File: src/rtl/counter_ctrl_if.sv
// Command channel for counter_ctrl: valid/ready handshake carrying
// opcode, load value and prescale. Master drives, slave answers ready.
interface counter_ctrl_if #(
    parameter int WIDTH = 8,
    parameter int PRE_W = 8
);
    logic             cmd_valid;
    logic             cmd_ready;
    logic [1:0]       cmd_op;
    logic [WIDTH-1:0] cmd_data;
    logic [PRE_W-1:0] prescale;

    modport master (
        output cmd_valid,
        output cmd_op,
        output cmd_data,
        output prescale,
        input  cmd_ready
    );

    modport slave (
        input  cmd_valid,
        input  cmd_op,
        input  cmd_data,
        input  prescale,
        output cmd_ready
    );
endinterface

File: src/rtl/counter_ctrl.sv
// Upstream control stage for a WIDTH-bit up-counter.
// Ports: clk, rst (async, active-high); cmd (counter_ctrl_if.slave:
//   cmd_valid/cmd_ready/cmd_op/cmd_data/prescale); carry_in, irq_clr in;
//   cnt_en, cnt_load, cnt_data to the counter; ovf_count, irq, busy out.
// Optional macro CNT_CTRL_ONESHOT_EN: carry_in while running auto-stops.
module counter_ctrl #(
    parameter int WIDTH = 8,
    parameter int PRE_W = 8,
    parameter int OVF_W = 4
) (
    input  logic             clk,
    input  logic             rst,
    counter_ctrl_if.slave    cmd,
    input  logic             carry_in,
    input  logic             irq_clr,
    output logic             cnt_en,
    output logic             cnt_load,
    output logic [WIDTH-1:0] cnt_data,
    output logic [OVF_W-1:0] ovf_count,
    output logic             irq,
    output logic             busy
);

    typedef enum logic [1:0] {
        S_IDLE = 2'd0,
        S_LOAD = 2'd1,
        S_RUN  = 2'd2
    } state_t;

    localparam logic [1:0] OP_LOAD  = 2'b01;
    localparam logic [1:0] OP_START = 2'b10;
    localparam logic [1:0] OP_STOP  = 2'b11;

    state_t           state;
    logic             run_q;
    logic [PRE_W-1:0] pre_cnt;
    logic [PRE_W-1:0] prescale_q;
    logic [WIDTH-1:0] data_q;
    logic [OVF_W-1:0] ovf_q;
    logic             irq_q;

    logic accept;
    logic pre_hit;
    logic auto_stop;

    assign accept  = cmd.cmd_valid & cmd.cmd_ready;
    assign pre_hit = (pre_cnt == prescale_q);

`ifdef CNT_CTRL_ONESHOT_EN
    assign auto_stop = carry_in & (state == S_RUN);
`else
    assign auto_stop = 1'b0;
`endif

    // Ready depends on state only, never on cmd_valid.
    assign cmd.cmd_ready = (state != S_LOAD);
    assign cnt_load      = (state == S_LOAD);
    assign cnt_en        = (state == S_RUN) & pre_hit;
    assign busy          = (state != S_IDLE);
    assign cnt_data      = data_q;
    assign ovf_count     = ovf_q;
    assign irq           = irq_q;

    always_ff @(posedge clk or posedge rst) begin
        if (rst) begin
            state      <= S_IDLE;
            run_q      <= 1'b0;
            pre_cnt    <= '0;
            prescale_q <= '0;
            data_q     <= '0;
            ovf_q      <= '0;
            irq_q      <= 1'b0;
        end else begin
            // A LOAD restarts the tally; its clear beats a same-edge carry.
            if (accept && cmd.cmd_op == OP_LOAD) begin
                ovf_q <= '0;
            end else if (carry_in && ovf_q != '1) begin
                ovf_q <= ovf_q + OVF_W'(1);
            end

            // Set beats clear.
            if (carry_in) begin
                irq_q <= 1'b1;
            end else if (irq_clr) begin
                irq_q <= 1'b0;
            end

            case (state)
                S_LOAD: state <= run_q ? S_RUN : S_IDLE;
                S_RUN: begin
                    if (pre_hit) pre_cnt <= '0;
                    else         pre_cnt <= pre_cnt + PRE_W'(1);
                end
                default: ;
            endcase

            if (auto_stop) begin
                state <= S_IDLE;
                run_q <= 1'b0;
            end

            // Accepted commands override the auto-stop above.
            if (accept) begin
                case (cmd.cmd_op)
                    OP_LOAD: begin
                        state   <= S_LOAD;
                        data_q  <= cmd.cmd_data;
                        pre_cnt <= '0;
                        run_q   <= run_q;
                    end
                    OP_START: begin
                        state      <= S_RUN;
                        prescale_q <= cmd.prescale;
                        pre_cnt    <= '0;
                        run_q      <= 1'b1;
                    end
                    OP_STOP: begin
                        state <= S_IDLE;
                        run_q <= 1'b0;
                    end
                    default: ;
                endcase
            end
        end
    end

endmodule

File: src/flat_wrapper.sv
// flat-port wrapper written by rule: the top's interface ports become plain ports
module counter_ctrl_flat 
#(
    parameter int WIDTH = 8,
    parameter int PRE_W = 8,
    parameter int OVF_W = 4
)
  (clk, rst, carry_in, irq_clr, cnt_en, cnt_load, cnt_data, ovf_count, irq, busy, cmd_cmd_valid, cmd_cmd_op, cmd_cmd_data, cmd_prescale, cmd_cmd_ready);
  counter_ctrl_if #(.WIDTH(WIDTH), .PRE_W(PRE_W)) cmd_i ();
  input  logic clk;
  input  logic rst;
  input  logic carry_in;
  input  logic irq_clr;
  output logic cnt_en;
  output logic cnt_load;
  output logic [WIDTH-1:0] cnt_data;
  output logic [OVF_W-1:0] ovf_count;
  output logic irq;
  output logic busy;
  input wire logic [$bits(cmd_i.cmd_valid)-1:0] cmd_cmd_valid;
  input wire logic [$bits(cmd_i.cmd_op)-1:0] cmd_cmd_op;
  input wire logic [$bits(cmd_i.cmd_data)-1:0] cmd_cmd_data;
  input wire logic [$bits(cmd_i.prescale)-1:0] cmd_prescale;
  output wire logic [$bits(cmd_i.cmd_ready)-1:0] cmd_cmd_ready;
  assign cmd_i.cmd_valid = cmd_cmd_valid;
  assign cmd_i.cmd_op = cmd_cmd_op;
  assign cmd_i.cmd_data = cmd_cmd_data;
  assign cmd_i.prescale = cmd_prescale;
  assign cmd_cmd_ready = cmd_i.cmd_ready;
  counter_ctrl #(.WIDTH(WIDTH), .PRE_W(PRE_W), .OVF_W(OVF_W)) u_core (.clk(clk), .rst(rst), .cmd(cmd_i), .carry_in(carry_in), .irq_clr(irq_clr), .cnt_en(cnt_en), .cnt_load(cnt_load), .cnt_data(cnt_data), .ovf_count(ovf_count), .irq(irq), .busy(busy));
endmodule
File: config.mk
export PLATFORM = sky130hd
export DESIGN_NAME = counter_ctrl_flat
export DESIGN_NICKNAME = d
export VERILOG_FILES = /design/src/rtl/counter_ctrl_if.sv /design/src/rtl/counter_ctrl.sv /design/src/flat_wrapper.sv
export SDC_FILE = /design/constraint.sdc
export NUM_CORES = 1
export LEC_CHECK = 0
export ABC_AREA = 1
export BUFFER_PORTS_ARGS = -buffer_cell sky130_fd_sc_hd__buf_2
export CAP_MARGIN = 40
export CORE_MARGIN = 3
export CORE_UTILIZATION = 45
export DETAILED_ROUTE_END_ITERATION = 12
export GPL_ROUTABILITY_DRIVEN = 0
export PLACE_DENSITY_LB_ADDON = 0.08
export RECOVER_POWER = 25
export SLEW_MARGIN = 20
export SYNTH_ARGS = -nofsm -noshare
export SYNTH_HDL_FRONTEND = slang
export SYNTH_SLANG_ARGS = --single-unit
File: constraint.sdc
create_clock -name clk -period 1.8 [get_ports clk]
set_input_delay 0.09 -clock clk [delete_from_list [all_inputs] [get_ports clk]]
set_output_delay 0.09 -clock clk [all_outputs]
set_load 0.02 [all_outputs]
Word-level counts from Yosys, hierarchy flattened. Index checks and enable logic that the tools add are counted. W data, S select, Z words.

Flip-flop bits (word level): 32. Bits in latches: 0. Bits in writable memories: 0. Memory bits (read-only): 0. Input bits: 23. Output and inout bits: 17. Word-level logic and storage cells: 42. Memories: 0.

Add/sub/neg operators: 2. Multipliers: 0. Divide/modulo/power cells: 0. $lt $le $gt $ge: 0. Equality and inequality tests: 8. Shifts and indexed selects: 0. Muxes and demuxes: 13. Bitwise logic cells: 2. Reduce and logical (&&, ||, !) cells: 10.

Operators with widths (count): $mux W8 (4); $add A8 B1 Y8 const B (1); $eq A8 B8 Y1 (1); $mux W4 (2); $reduce_bool A2 Y1 (4); $eq A2 B2 Y1 const B (3); $mux W2 (3); $pmux W2 S3 (1); $reduce_and A2 Y1 (3); $add A4 B1 Y4 const B (1); $eq A2 B1 Y1 const B (2); $ne A4 B4 Y1 const B (1); $and A1 B1 Y1 (2); $logic_and A1 B1 Y1 (2); $mux W1 (2); $ne A2 B1 Y1 const B (1); $pmux W1 S2 (1); $reduce_or A2 Y1 (1).

Logic depth before layout (Yosys ltp).
Word-level depth: 5. Mapped depth: 9. Gate-level depth less buffers: 9.

Least setup slack after synthesis. OpenSTA, ideal clock, no wires.

Kind: flip-flop to flip-flop. Start: register u_core.ovf_q[0], in the netlist u_core.ovf_count[0]. End: register u_core.ovf_q[3], in the netlist u_core.ovf_count[3]. Setup time: 0.117 ns. Data arrival time: 1.195 ns. Required time: 1.683 ns. Setup slack: 0.487 ns. Stages on the path, launching flop included: 8. Buffers on the path: 0. Period minus slack after synthesis: 1.313 ns. Path through: dfrtp_1 ha_1 nand3_1 nand2_1 inv_1 nand4_1 nor2_1 nor2_1.

Longest elaborated chain between the ends: 3. Elaborated cells on any way between the ends: 6. Classes of those cells: add/sub (1); eq/ne (1); mux (2); reduce/logical (2).

Ends and longest elaborated chain: start, declared (line counter_ctrl.sv:39) `logic [OVF_W-1:0] ovf_q;`; start signal, assigned (line counter_ctrl.sv:78) `ovf_q <= ovf_q + OVF_W'(1);`; $add A4 B1 Y4 / $ne A4 B4 Y1 (equally long branches) (line counter_ctrl.sv:78, counter_ctrl.sv:77); $mux W4 / $logic_and A1 B1 Y1 (equally long branches) (line counter_ctrl.sv:77) `end else if (carry_in && ovf_q != '1) begin`; $mux W4 / $reduce_bool A2 Y1 (equally long branches).

Several ways; a longest one is shown, not always the timed one. The select of a mux whose other input is x is not followed. A chain may end at the register's enable or synchronous reset.

Final worst setup path.
Start: register u_core.state[0]. End: output cnt_en.

Longest elaborated chain between the ends: 2.

Ends and longest elaborated chain: start, declared (line counter_ctrl.sv:34) `state_t state;`; start signal, assigned (line counter_ctrl.sv:89) `S_LOAD: state <= run_q ? S_RUN : S_IDLE;`; $eq A2 B2 Y1 (line counter_ctrl.sv:58) `assign cnt_en = (state == S_RUN) & pre_hit;`; $and A1 B1 Y1 (line counter_ctrl.sv:58); end, declared (line flat_wrapper.sv:14) `output logic cnt_en;`.

No other way between the ends.

==> qor.csv <==
stage,metric,value,unit
status,outcome,finished clean,
finish,final_cell_mix,"72 x nand2_1, 39 x buf_2, 32 x dfrtp_1, 31 x inv_1, 31 x nor2_1",
sta,fin_tns_setup,0,ns
finish,area_growth,24.3,%
grt,grt_pass1_wl,6270,um
detailed_routing,drtIter0Drc,72,
die,start_util,47.4,%
die,ios,40,
worst_setup_path,critPathCaptureType,output pin,
clock_tree,clk_latency,0.29,ns
finish,antenna_cells,0,
synth,ys_warn_count,0,
synth,ys_async_sr_fraction,100,%
synth,syn_area,1770,um^2
synth,syn_inst,227,
synth,yosys_most_used_dff,dfrtp_1,
detailed_routing,postRouteAntennaNets,0,
die,core,3740,um^2
sta,setup_violations,0,
detailed_routing,wl_per_cell,11.5,um
synth,synth_nets,256,
place,dp_hpwl,2650,um
place,port_buffers,39,
die,die-area,4730,um^2
detailed_routing,drc,0,
finish,seq_area,801,um^2
worst_setup_path,r2r-start,u_core.state[0],
detailed_routing,viasPerCell,4.67,
sta,fin_crit,1.57,ns
clock_tree,tritoncts,yes,
detailed_routing,vias,1538,
die,fp.dieH,68.8,um
grt,grt_pass1_vias,1400,
synth,synth-seq-cells,32,
worst_setup_path,cp.arrival,1.48,ns
worst_setup_path,cp_slowest_stage_delay,0.47,ns
worst_setup_path,crit_fanout,6,
worst_setup_path,cp_slowest_cell,dfrtp_1,
sta,clock_skew,0.00454,ns
clock_tree,clk_pin_slew,0.07,ns
synth,synth_edf_count,0,
job,max_cap_viol_count,0,
finish,fin_area,2200,um^2
hold_path,holdPathStages,3,
sta,timing.fmax,639,MHz
die,row_count,22,
finish,final_common_cell,nand2_1,
worst_setup_path,crit_path_cell_trace,inv_1 -> nand2_2 -> nor2_1 -> nand3_1 -> nor2_1 -> buf_2,
hold_path,whs_endpoint,u_core.cnt_data[3],
sta,hold_viol,0,
die,die_x,68.8,um
sta,relSlewSlack,46.7,%
worst_setup_path,cp_common_cell,nor2_1,
grt,grt_max_degree,33,
finish,stdcell_count,329,
clock_tree,cts_inserted_buffers,5,
worst_setup_path,crit_path_start_kind,flop,
hold_path,min_from,cmd_cmd_data[3],
finish,fillers,360,
synth,ys_seq_area_share,45.1,%
clock_tree,cts_num_sinks,32,
hold_path,hp-class,in -> reg,
finish,final_nets,309,
worst_setup_path,timing.rr.end,u_core.pre_cnt[5],
sta,rsz0062_at_grt,no,
detailed_routing,totalWireLength,3780,um
clock_tree,root_buffer,clkbuf_8,
grt,antenna_found_initial,0,
clock_tree,cts.htree.levels,2,
synth,synth_cell_types,28,
pwr,p_leak,1.22,nW
sta,fin_crit_sh,86.9,%
detailed_routing,drt_pass1_iterations,4,
finish,multi_input_area,810,um^2
sta,slew_violations,0,
worst_setup_path,crit_type,reg -> out,
worst_setup_path,reg2regPathDepth,8,
clock_tree,cts_resized,0,
synth,syn_avg_cell_area,7.82,um^2
worst_setup_path,r2r_setup_slack,0.44,ns
place,dp_cells,312,
finish,drive_above_1_share,22.8,%
pwr,pwr_density_cell,1100,nW/um^2
worst_setup_path,worstPathRequired,1.71,ns
grt,grt.total_usage,18.4,%
place,placed_cell_area,2010,um^2
pwr,peakVddDrop,0.619,mV
clock_tree,cts.path.max_buffers,2,
sta,worst_slew_pin_slew,0.800,ns
grt,grt_overflow,0,
==> layout make-up <==
type | count | share of cell area [%]
inverter | 34 | 6.02
multi-input combinational | 158 | 36.7
clock inverter | 3 | 1.93
timing repair buffer | 49 | 13.2
tap | 48 | 2.72
sequential | 32 | 36.3
clock buffer | 5 | 3.12
==> sequential cells by signal, summed over array words and instances (netlist names) <==
signal             cells
u_core.irq             1
u_core.run_q           1
u_core.cnt_data        8
u_core.pre_cnt         8
u_core.state           2
u_core.ovf_count       4
u_core.prescale_q      8
==> kinds of logic (layout without fill, tap and decap cells) <==
kind of cell,Yosys count,after routing,share of synthesized area [%]
adders and majority gates,6,6,4.23
xor gates and xnor gates,5,5,2.47
buffers and inverters,37,91,9.24
AOI/OAI and AO/OA,23,23,7.40
DFF,32,32,45.1
muxes,1,1,0.846
and+or+nand+nor,123,123,30.7
==> worst max-delay path: cells and delay by family, from the launching register on <==
kind	cells	cell delay, ns
flops	1	0.47
simple gates	4	0.43
buf+inv	2	0.28
==> report_power, final <==
part | leakage, nW | switching (W) | internal [W]
clock | 0.0541 | 0.000277 | 0.000409
combinational | 0.770 | 0.000431 | 0.000281
sequential | 0.395 | 0.000157 | 0.000873
==> worst max-delay path by stage <==
stage	end	depth (start not counted)	startpoint
2_1_floorplan	u_core.ovf_count[3]	7	u_core.ovf_count[0]
3_3_place_gp	u_core.pre_cnt[5]	8	u_core.state[0]
3_5_place_dp	u_core.pre_cnt[5]	8	u_core.state[0]
4_1_cts	cnt_en	6	u_core.state[0]
5_1_grt	cnt_en	6	u_core.state[0]
6_report	cnt_en	6	u_core.state[0]
==> layer usage <==
layer | wire length, um | share of wire [%] | GRT usage, %
met2 | 1760 | 47 | 29.0
met4 | 60 | 1.6 | 7.30
met3 | 208 | 5.5 | 5.51
met1 | 1750 | 46 | 23.5
met5 | 0 | 0 | 0
==> timing repair <==
action | in CTS | in global routing
setup buffers | 0 | 0
endpoints found under the hold margin | 40 | 0
hold buffers | 9 | 0
==> metrics by stage <==
step                hold WS, ns  total power [W]  setup slack, ns  utilization [%]
detailed placement        0.197          0.00174            0.415             53.6
CTS                     0.00967          0.00244            0.217             59.0
floorplan                 0.186          0.00152            0.487                -
global placement          0.201          0.00173            0.393             53.6
global route             0.0273          0.00261            0.178             58.9
finish                   0.0104          0.00243            0.235             58.9
==> cell usage after synthesis (2+ instances only) <==
cell | instances | area [um^2]
dfrtp_1 | 32 | 801
o22ai_1 | 5 | 31.3
nor2_2 | 3 | 18.8
nand3_2 | 2 | 20.0
ha_1 | 6 | 75.1
xnor2_1 | 2 | 17.5
a21oi_1 | 11 | 55.1
nor2_1 | 31 | 116
o21ai_0 | 4 | 20.0
xor2_1 | 3 | 26.3
nand4_1 | 2 | 12.5
inv_1 | 31 | 116
nand2_1 | 72 | 270
nand2_4 | 3 | 33.8
nand3_1 | 6 | 30.0
inv_2 | 2 | 7.51
Power figures use the tool's default switching activity.
